===== src/rtl/multicycle_ctrl.sv =====
// multicycle_ctrl: Moore control FSM for the multicycle MIPS core, with built-in ALU function decode.
// Optional feature: define CTRL_BNE_EN to add the bne branch state BNEEX (code 12).
module multicycle_ctrl (
  input  logic       clk,
  input  logic       reset,
  input  logic [5:0] op,
  input  logic [5:0] funct,
  input  logic       zero,
  output logic [3:0] state,
  output logic       iord,
  output logic       memwrite,
  output logic       irwrite,
  output logic       regdst,
  output logic       memtoreg,
  output logic       regwrite,
  output logic       alusrca,
  output logic [1:0] alusrcb,
  output logic [2:0] alucontrol,
  output logic [1:0] pcsrc,
  output logic       pcen
);

  typedef enum logic [3:0] {
    FETCH   = 4'd0,
    DECODE  = 4'd1,
    MEMADR  = 4'd2,
    MEMRD   = 4'd3,
    MEMWB   = 4'd4,
    MEMWR   = 4'd5,
    RTYPEEX = 4'd6,
    RTYPEWB = 4'd7,
    BEQEX   = 4'd8,
    ADDIEX  = 4'd9,
    ADDIWB  = 4'd10,
    JEX     = 4'd11,
    BNEEX   = 4'd12
  } state_t;

  localparam logic [5:0] OP_LW    = 6'b100011;
  localparam logic [5:0] OP_SW    = 6'b101011;
  localparam logic [5:0] OP_RTYPE = 6'b000000;
  localparam logic [5:0] OP_BEQ   = 6'b000100;
  localparam logic [5:0] OP_ADDI  = 6'b001000;
  localparam logic [5:0] OP_J     = 6'b000010;
`ifdef CTRL_BNE_EN
  localparam logic [5:0] OP_BNE   = 6'b000101;
`endif

  state_t cur;
  logic   pcwrite;
  logic   branch;
  logic   branch_ne;

  // NOTE: state is updated with non-blocking assignments so every reader sees the pre-edge value.
  always_ff @(posedge clk or posedge reset) begin
    if (reset) begin
      cur <= FETCH;
    end else begin
      case (cur)
        FETCH:   cur <= DECODE;
        DECODE: begin
          case (op)
            OP_LW, OP_SW: cur <= MEMADR;
            OP_RTYPE:     cur <= RTYPEEX;
            OP_BEQ:       cur <= BEQEX;
            OP_ADDI:      cur <= ADDIEX;
            OP_J:         cur <= JEX;
`ifdef CTRL_BNE_EN
            OP_BNE:       cur <= BNEEX;
`endif
            default:      cur <= FETCH;
          endcase
        end
        MEMADR:  cur <= (op == OP_SW) ? MEMWR : MEMRD;
        MEMRD:   cur <= MEMWB;
        RTYPEEX: cur <= RTYPEWB;
        ADDIEX:  cur <= ADDIWB;
        // Terminal states and the unreachable codes all return to FETCH.
        default: cur <= FETCH;
      endcase
    end
  end

  assign state = cur;

  function automatic logic [2:0] alu_decode(input logic [5:0] f);
    case (f)
      6'b100000: return 3'b010;
      6'b100010: return 3'b110;
      6'b100100: return 3'b000;
      6'b100101: return 3'b001;
      6'b101010: return 3'b111;
      default:   return 3'b010;
    endcase
  endfunction

  // NOTE: every output gets a default before the case so no latch is inferred.
  always_comb begin
    iord       = 1'b0;
    memwrite   = 1'b0;
    irwrite    = 1'b0;
    regdst     = 1'b0;
    memtoreg   = 1'b0;
    regwrite   = 1'b0;
    alusrca    = 1'b0;
    alusrcb    = 2'b00;
    alucontrol = 3'b010;
    pcsrc      = 2'b00;
    pcwrite    = 1'b0;
    branch     = 1'b0;
    branch_ne  = 1'b0;
    case (cur)
      FETCH:   begin alusrcb = 2'b01; irwrite = 1'b1; pcwrite = 1'b1; end
      DECODE:  alusrcb = 2'b11;
      MEMADR, ADDIEX: begin alusrca = 1'b1; alusrcb = 2'b10; end
      MEMRD:   iord = 1'b1;
      MEMWB:   begin memtoreg = 1'b1; regwrite = 1'b1; end
      MEMWR:   begin iord = 1'b1; memwrite = 1'b1; end
      RTYPEEX: begin alusrca = 1'b1; alucontrol = alu_decode(funct); end
      RTYPEWB: begin regdst = 1'b1; regwrite = 1'b1; end
      BEQEX:   begin alusrca = 1'b1; alucontrol = 3'b110; pcsrc = 2'b01; branch = 1'b1; end
      ADDIWB:  regwrite = 1'b1;
      JEX:     begin pcsrc = 2'b10; pcwrite = 1'b1; end
`ifdef CTRL_BNE_EN
      BNEEX:   begin alusrca = 1'b1; alucontrol = 3'b110; pcsrc = 2'b01; branch_ne = 1'b1; end
`endif
      default: ;
    endcase
    // Reset suppresses every write enable immediately, even mid-instruction.
    if (reset) begin
      irwrite  = 1'b0;
      memwrite = 1'b0;
      regwrite = 1'b0;
      pcwrite  = 1'b0;
    end
  end

  assign pcen = ~reset & (pcwrite | (branch & zero) | (branch_ne & ~zero));

endmodule


===== config.mk =====
export PLATFORM = sky130hd
export DESIGN_NAME = multicycle_ctrl
export DESIGN_NICKNAME = d
export VERILOG_FILES = /design/src/rtl/multicycle_ctrl.sv
export SDC_FILE = /design/constraint.sdc
export NUM_CORES = 1
export LEC_CHECK = 0
export BUFFER_PORTS_ARGS = -buffer_cell sky130_fd_sc_hd__buf_2
export CAP_MARGIN = 10
export CORE_AREA = 2 2 39 41
export DETAILED_ROUTE_END_ITERATION = 16
export DIE_AREA = 0 0 41 43
export PLACE_DENSITY = 0.79
export SKIP_LAST_GASP = 1
export SYNTH_ARGS = -nofsm -noshare
export SYNTH_HDL_FRONTEND = slang
export SYNTH_SLANG_ARGS = --single-unit

===== constraint.sdc =====
create_clock -name clk -period 1.8 [get_ports clk]
set_clock_uncertainty 0.05 [all_clocks]
set_input_delay 0.18 -clock clk [delete_from_list [all_inputs] [get_ports clk]]
set_output_delay 0.18 -clock clk [all_outputs]
set_load 0.03 [all_outputs]

==> flow_metrics.tcl <==
set metrics [dict create \
    status "complete, no violations" \
    final_util_pct 58.7 \
    grt_setup_unrepaired "true" \
    slew_headroom_pct 74.2 \
    worst_slack_ns 0.0279 \
    synth_top_cell_by_area "dfrtp_1" \
    synth_area_leaders "dfrtp_1 21%, nand2b_1 8.0%, a21oi_1 4.3%" \
    max_freq_mhz 564 \
    drive_gt1_share_pct 60.8 \
    die_h_um 43 \
    die_w_um 41 \
    hp-class "input pin to flop" \
    fin_crit_sh_pct 98.5 \
    placedCellCount 110 \
    clkTransAtPathRegs_ns 0.04 \
    finalSetupViolations 0 \
    cts_made_buffers 3 \
    n_fill_cell 125 \
    p_per_area_nw_per_um2 1230 \
    routed_wl_um 1500 \
    io_buffers 33 \
    startpoint "state[3]$_DFF_PP0_" \
    grt_first_pass_wirelength_um 2240 \
    worstHoldStart "op[4]" \
    cts_max_level 1 \
    numClockSinks 4 \
    mostFrequentLayoutCells "31 x buf_2, 8 x buf_4, 5 x nand2b_1, 4 x clkbuf_4" \
    endpoint_kind "primary output" \
    core-area_um2 1380 \
    syn_inst 60 \
    critical_path_class "flop to primary output" \
    final_common_cell "buf_2" \
    grt_pass1_vias 583 \
    hold_viol 0 \
    syn_nets 75 \
    period_needed_ns 1.77 \
    largest_reg_flops 4 \
    place_ws_ns 0.177 \
    stdcell_count 118 \
    grt_start_max_net_pins 14 \
    syn2layout_area_growth_pct 73.1 \
    clk_latency_ns 0.24 \
    synth_top_area_share_pct 21.3 \
    die_area_um2 1760 \
    synthDistinctLibCells 33 \
    hold_ws_ns 0.317 \
    p_leak_nw 0.390 \
    via_per_inst 5.35 \
    grt_overflow 0 \
    ys_seq_elements 4 \
    cts_tree "done" \
    pin_count 34 \
    vias 631 \
    drt-initial-drc-count 0 \
    drc 0 \
    peakVddDrop_v 0.000669 \
    crit_path_max_fanout 5 \
    gp_congestion 0.739 \
    initial_utilization_pct 33.9 \
    yosysWarnings 0 \
    ctsRootBufferMaster "clkbuf_4" \
    wire_per_inst_um 12.7 \
    cts_buffer_depth 2 \
    antenna_found_initial 0 \
    syn-cell-area_um2 469 \
    arrival_ns 1.54 \
    synth_area_per_cell_um2 7.82 \
    n_antenna_cell 0 \
    num_rows 14 \
    seq_area_frac_synth_pct 21.3 \
    setup_tns_ns 0 \
    cp.required_ns 1.57 \
    tightest_slew_ns 0.377 \
    timing.rr.start "state[0]$_DFF_PP0_" \
    cp-start-kind "flop" \
    hpwlAfterDp_um 1160 \
    first_pass_iters 1 \
    drv_cap 0 \
    track_usage_pct 18.6 \
    ant_nets 0 \
    nNetsFinal 119 \
    maxSlewViolCount 0 \
]
-- worst max-delay path, stage by stage, from the launching register on --
cell     delay (ns)
dfrtp_2        0.44
or4_4          0.57
a21oi_2        0.15
buf_6          0.14
-- final timing paths --
kind | depth (start not counted) | to | slack, ns
max | 3 | pcen | 0.03
max reg2reg | 3 | state[2]$_DFF_PP0_ | 0.40
min in group asynchronous | 3 | state[0]$_DFF_PP0_ | 0.39
max in group asynchronous | 3 | state[1]$_DFF_PP0_ | 1.15
min reg2reg | 2 | state[0]$_DFF_PP0_ | 0.60
min | 4 | state[0]$_DFF_PP0_ | 0.32
-- routing by layer --
layer / wire length [µm] / vias to the layer above / part of all wire (%) / track usage, %
li1: - / 315 / - / -
met3: 90 / 2 / 6.0 / 1.57
met1: 573 / 287 / 38 / 19.0
met5: 0 / - / 0 / 0
met4: 18 / 0 / 1.2 / 10.0
met2: 813 / 27 / 54 / 33.8
-- cells by family (layout without fill, tap and decap cells) --
family	count (synthesis)	after routing	synth area share (%)
AOI/OAI and AO/OA	14	14	24.0
xor gates and xnor gates	2	2	3.73
buffers and inverters	7	49	5.60
DFF	4	4	21.3
and+or+nand+nor	33	33	45.3
-- cell type report --
cell class	count	area, µm²	area share, %
clock buffers	3	22.5	2.77
inverters	3	11.3	1.39
well taps	16	20.0	2.47
multi-input cells	49	400	49.3
flip-flops and latches	4	103	12.6
repair buffers	43	255	31.4
-- report_power, final --
group          internal [W]  switching (W)  total (W)
Combinational      0.000280       0.000428   0.000708
Clock             0.0000748      0.0000397   0.000114
Sequential         0.000118      0.0000575   0.000175
-- Yosys cell counts (all sizes together) --
cell type,n
a21oi,4
dfrtp,4
a31oi,1
nor2b,3
nor3b,2
nand4b,1
inv,3
xnor2,2
o2bb2ai,1
o21bai,1
or3,1
nor4b,1
and3,2
nand2b,6
a2111oi,1
or4,2
nand3b,1
or3b,1
nor4,1
nor2,4
a221oi,1
a311oi,1
buf,1
nor3,4
o211a,1
clkbuf,3
o221ai,1
nand2,2
o2111ai,1
and4b,2
o2bb2a,1
-- metrics by stage --
stage	cell area [µm²]	power [W]
after floorplan	510	0.000611
after global placement	718	0.000791
after detailed placement	718	0.000805
after CTS	761	0.000940
after global routing	812	0.00106
final	812	0.000997
-- what timing repair did --
| action | CTS | global route |
|---|---|---|
| gates resized for setup | 3 | 9 |
| endpoints found under the setup margin | 4 | 6 |
| hold buffers | 1 | 0 |
| buffers inserted | 0 | 4 |
| cloned | 0 | 0 |
| hold endpoints to repair | 4 | 0 |
No activity file was read; power rests on OpenSTA's default activity.
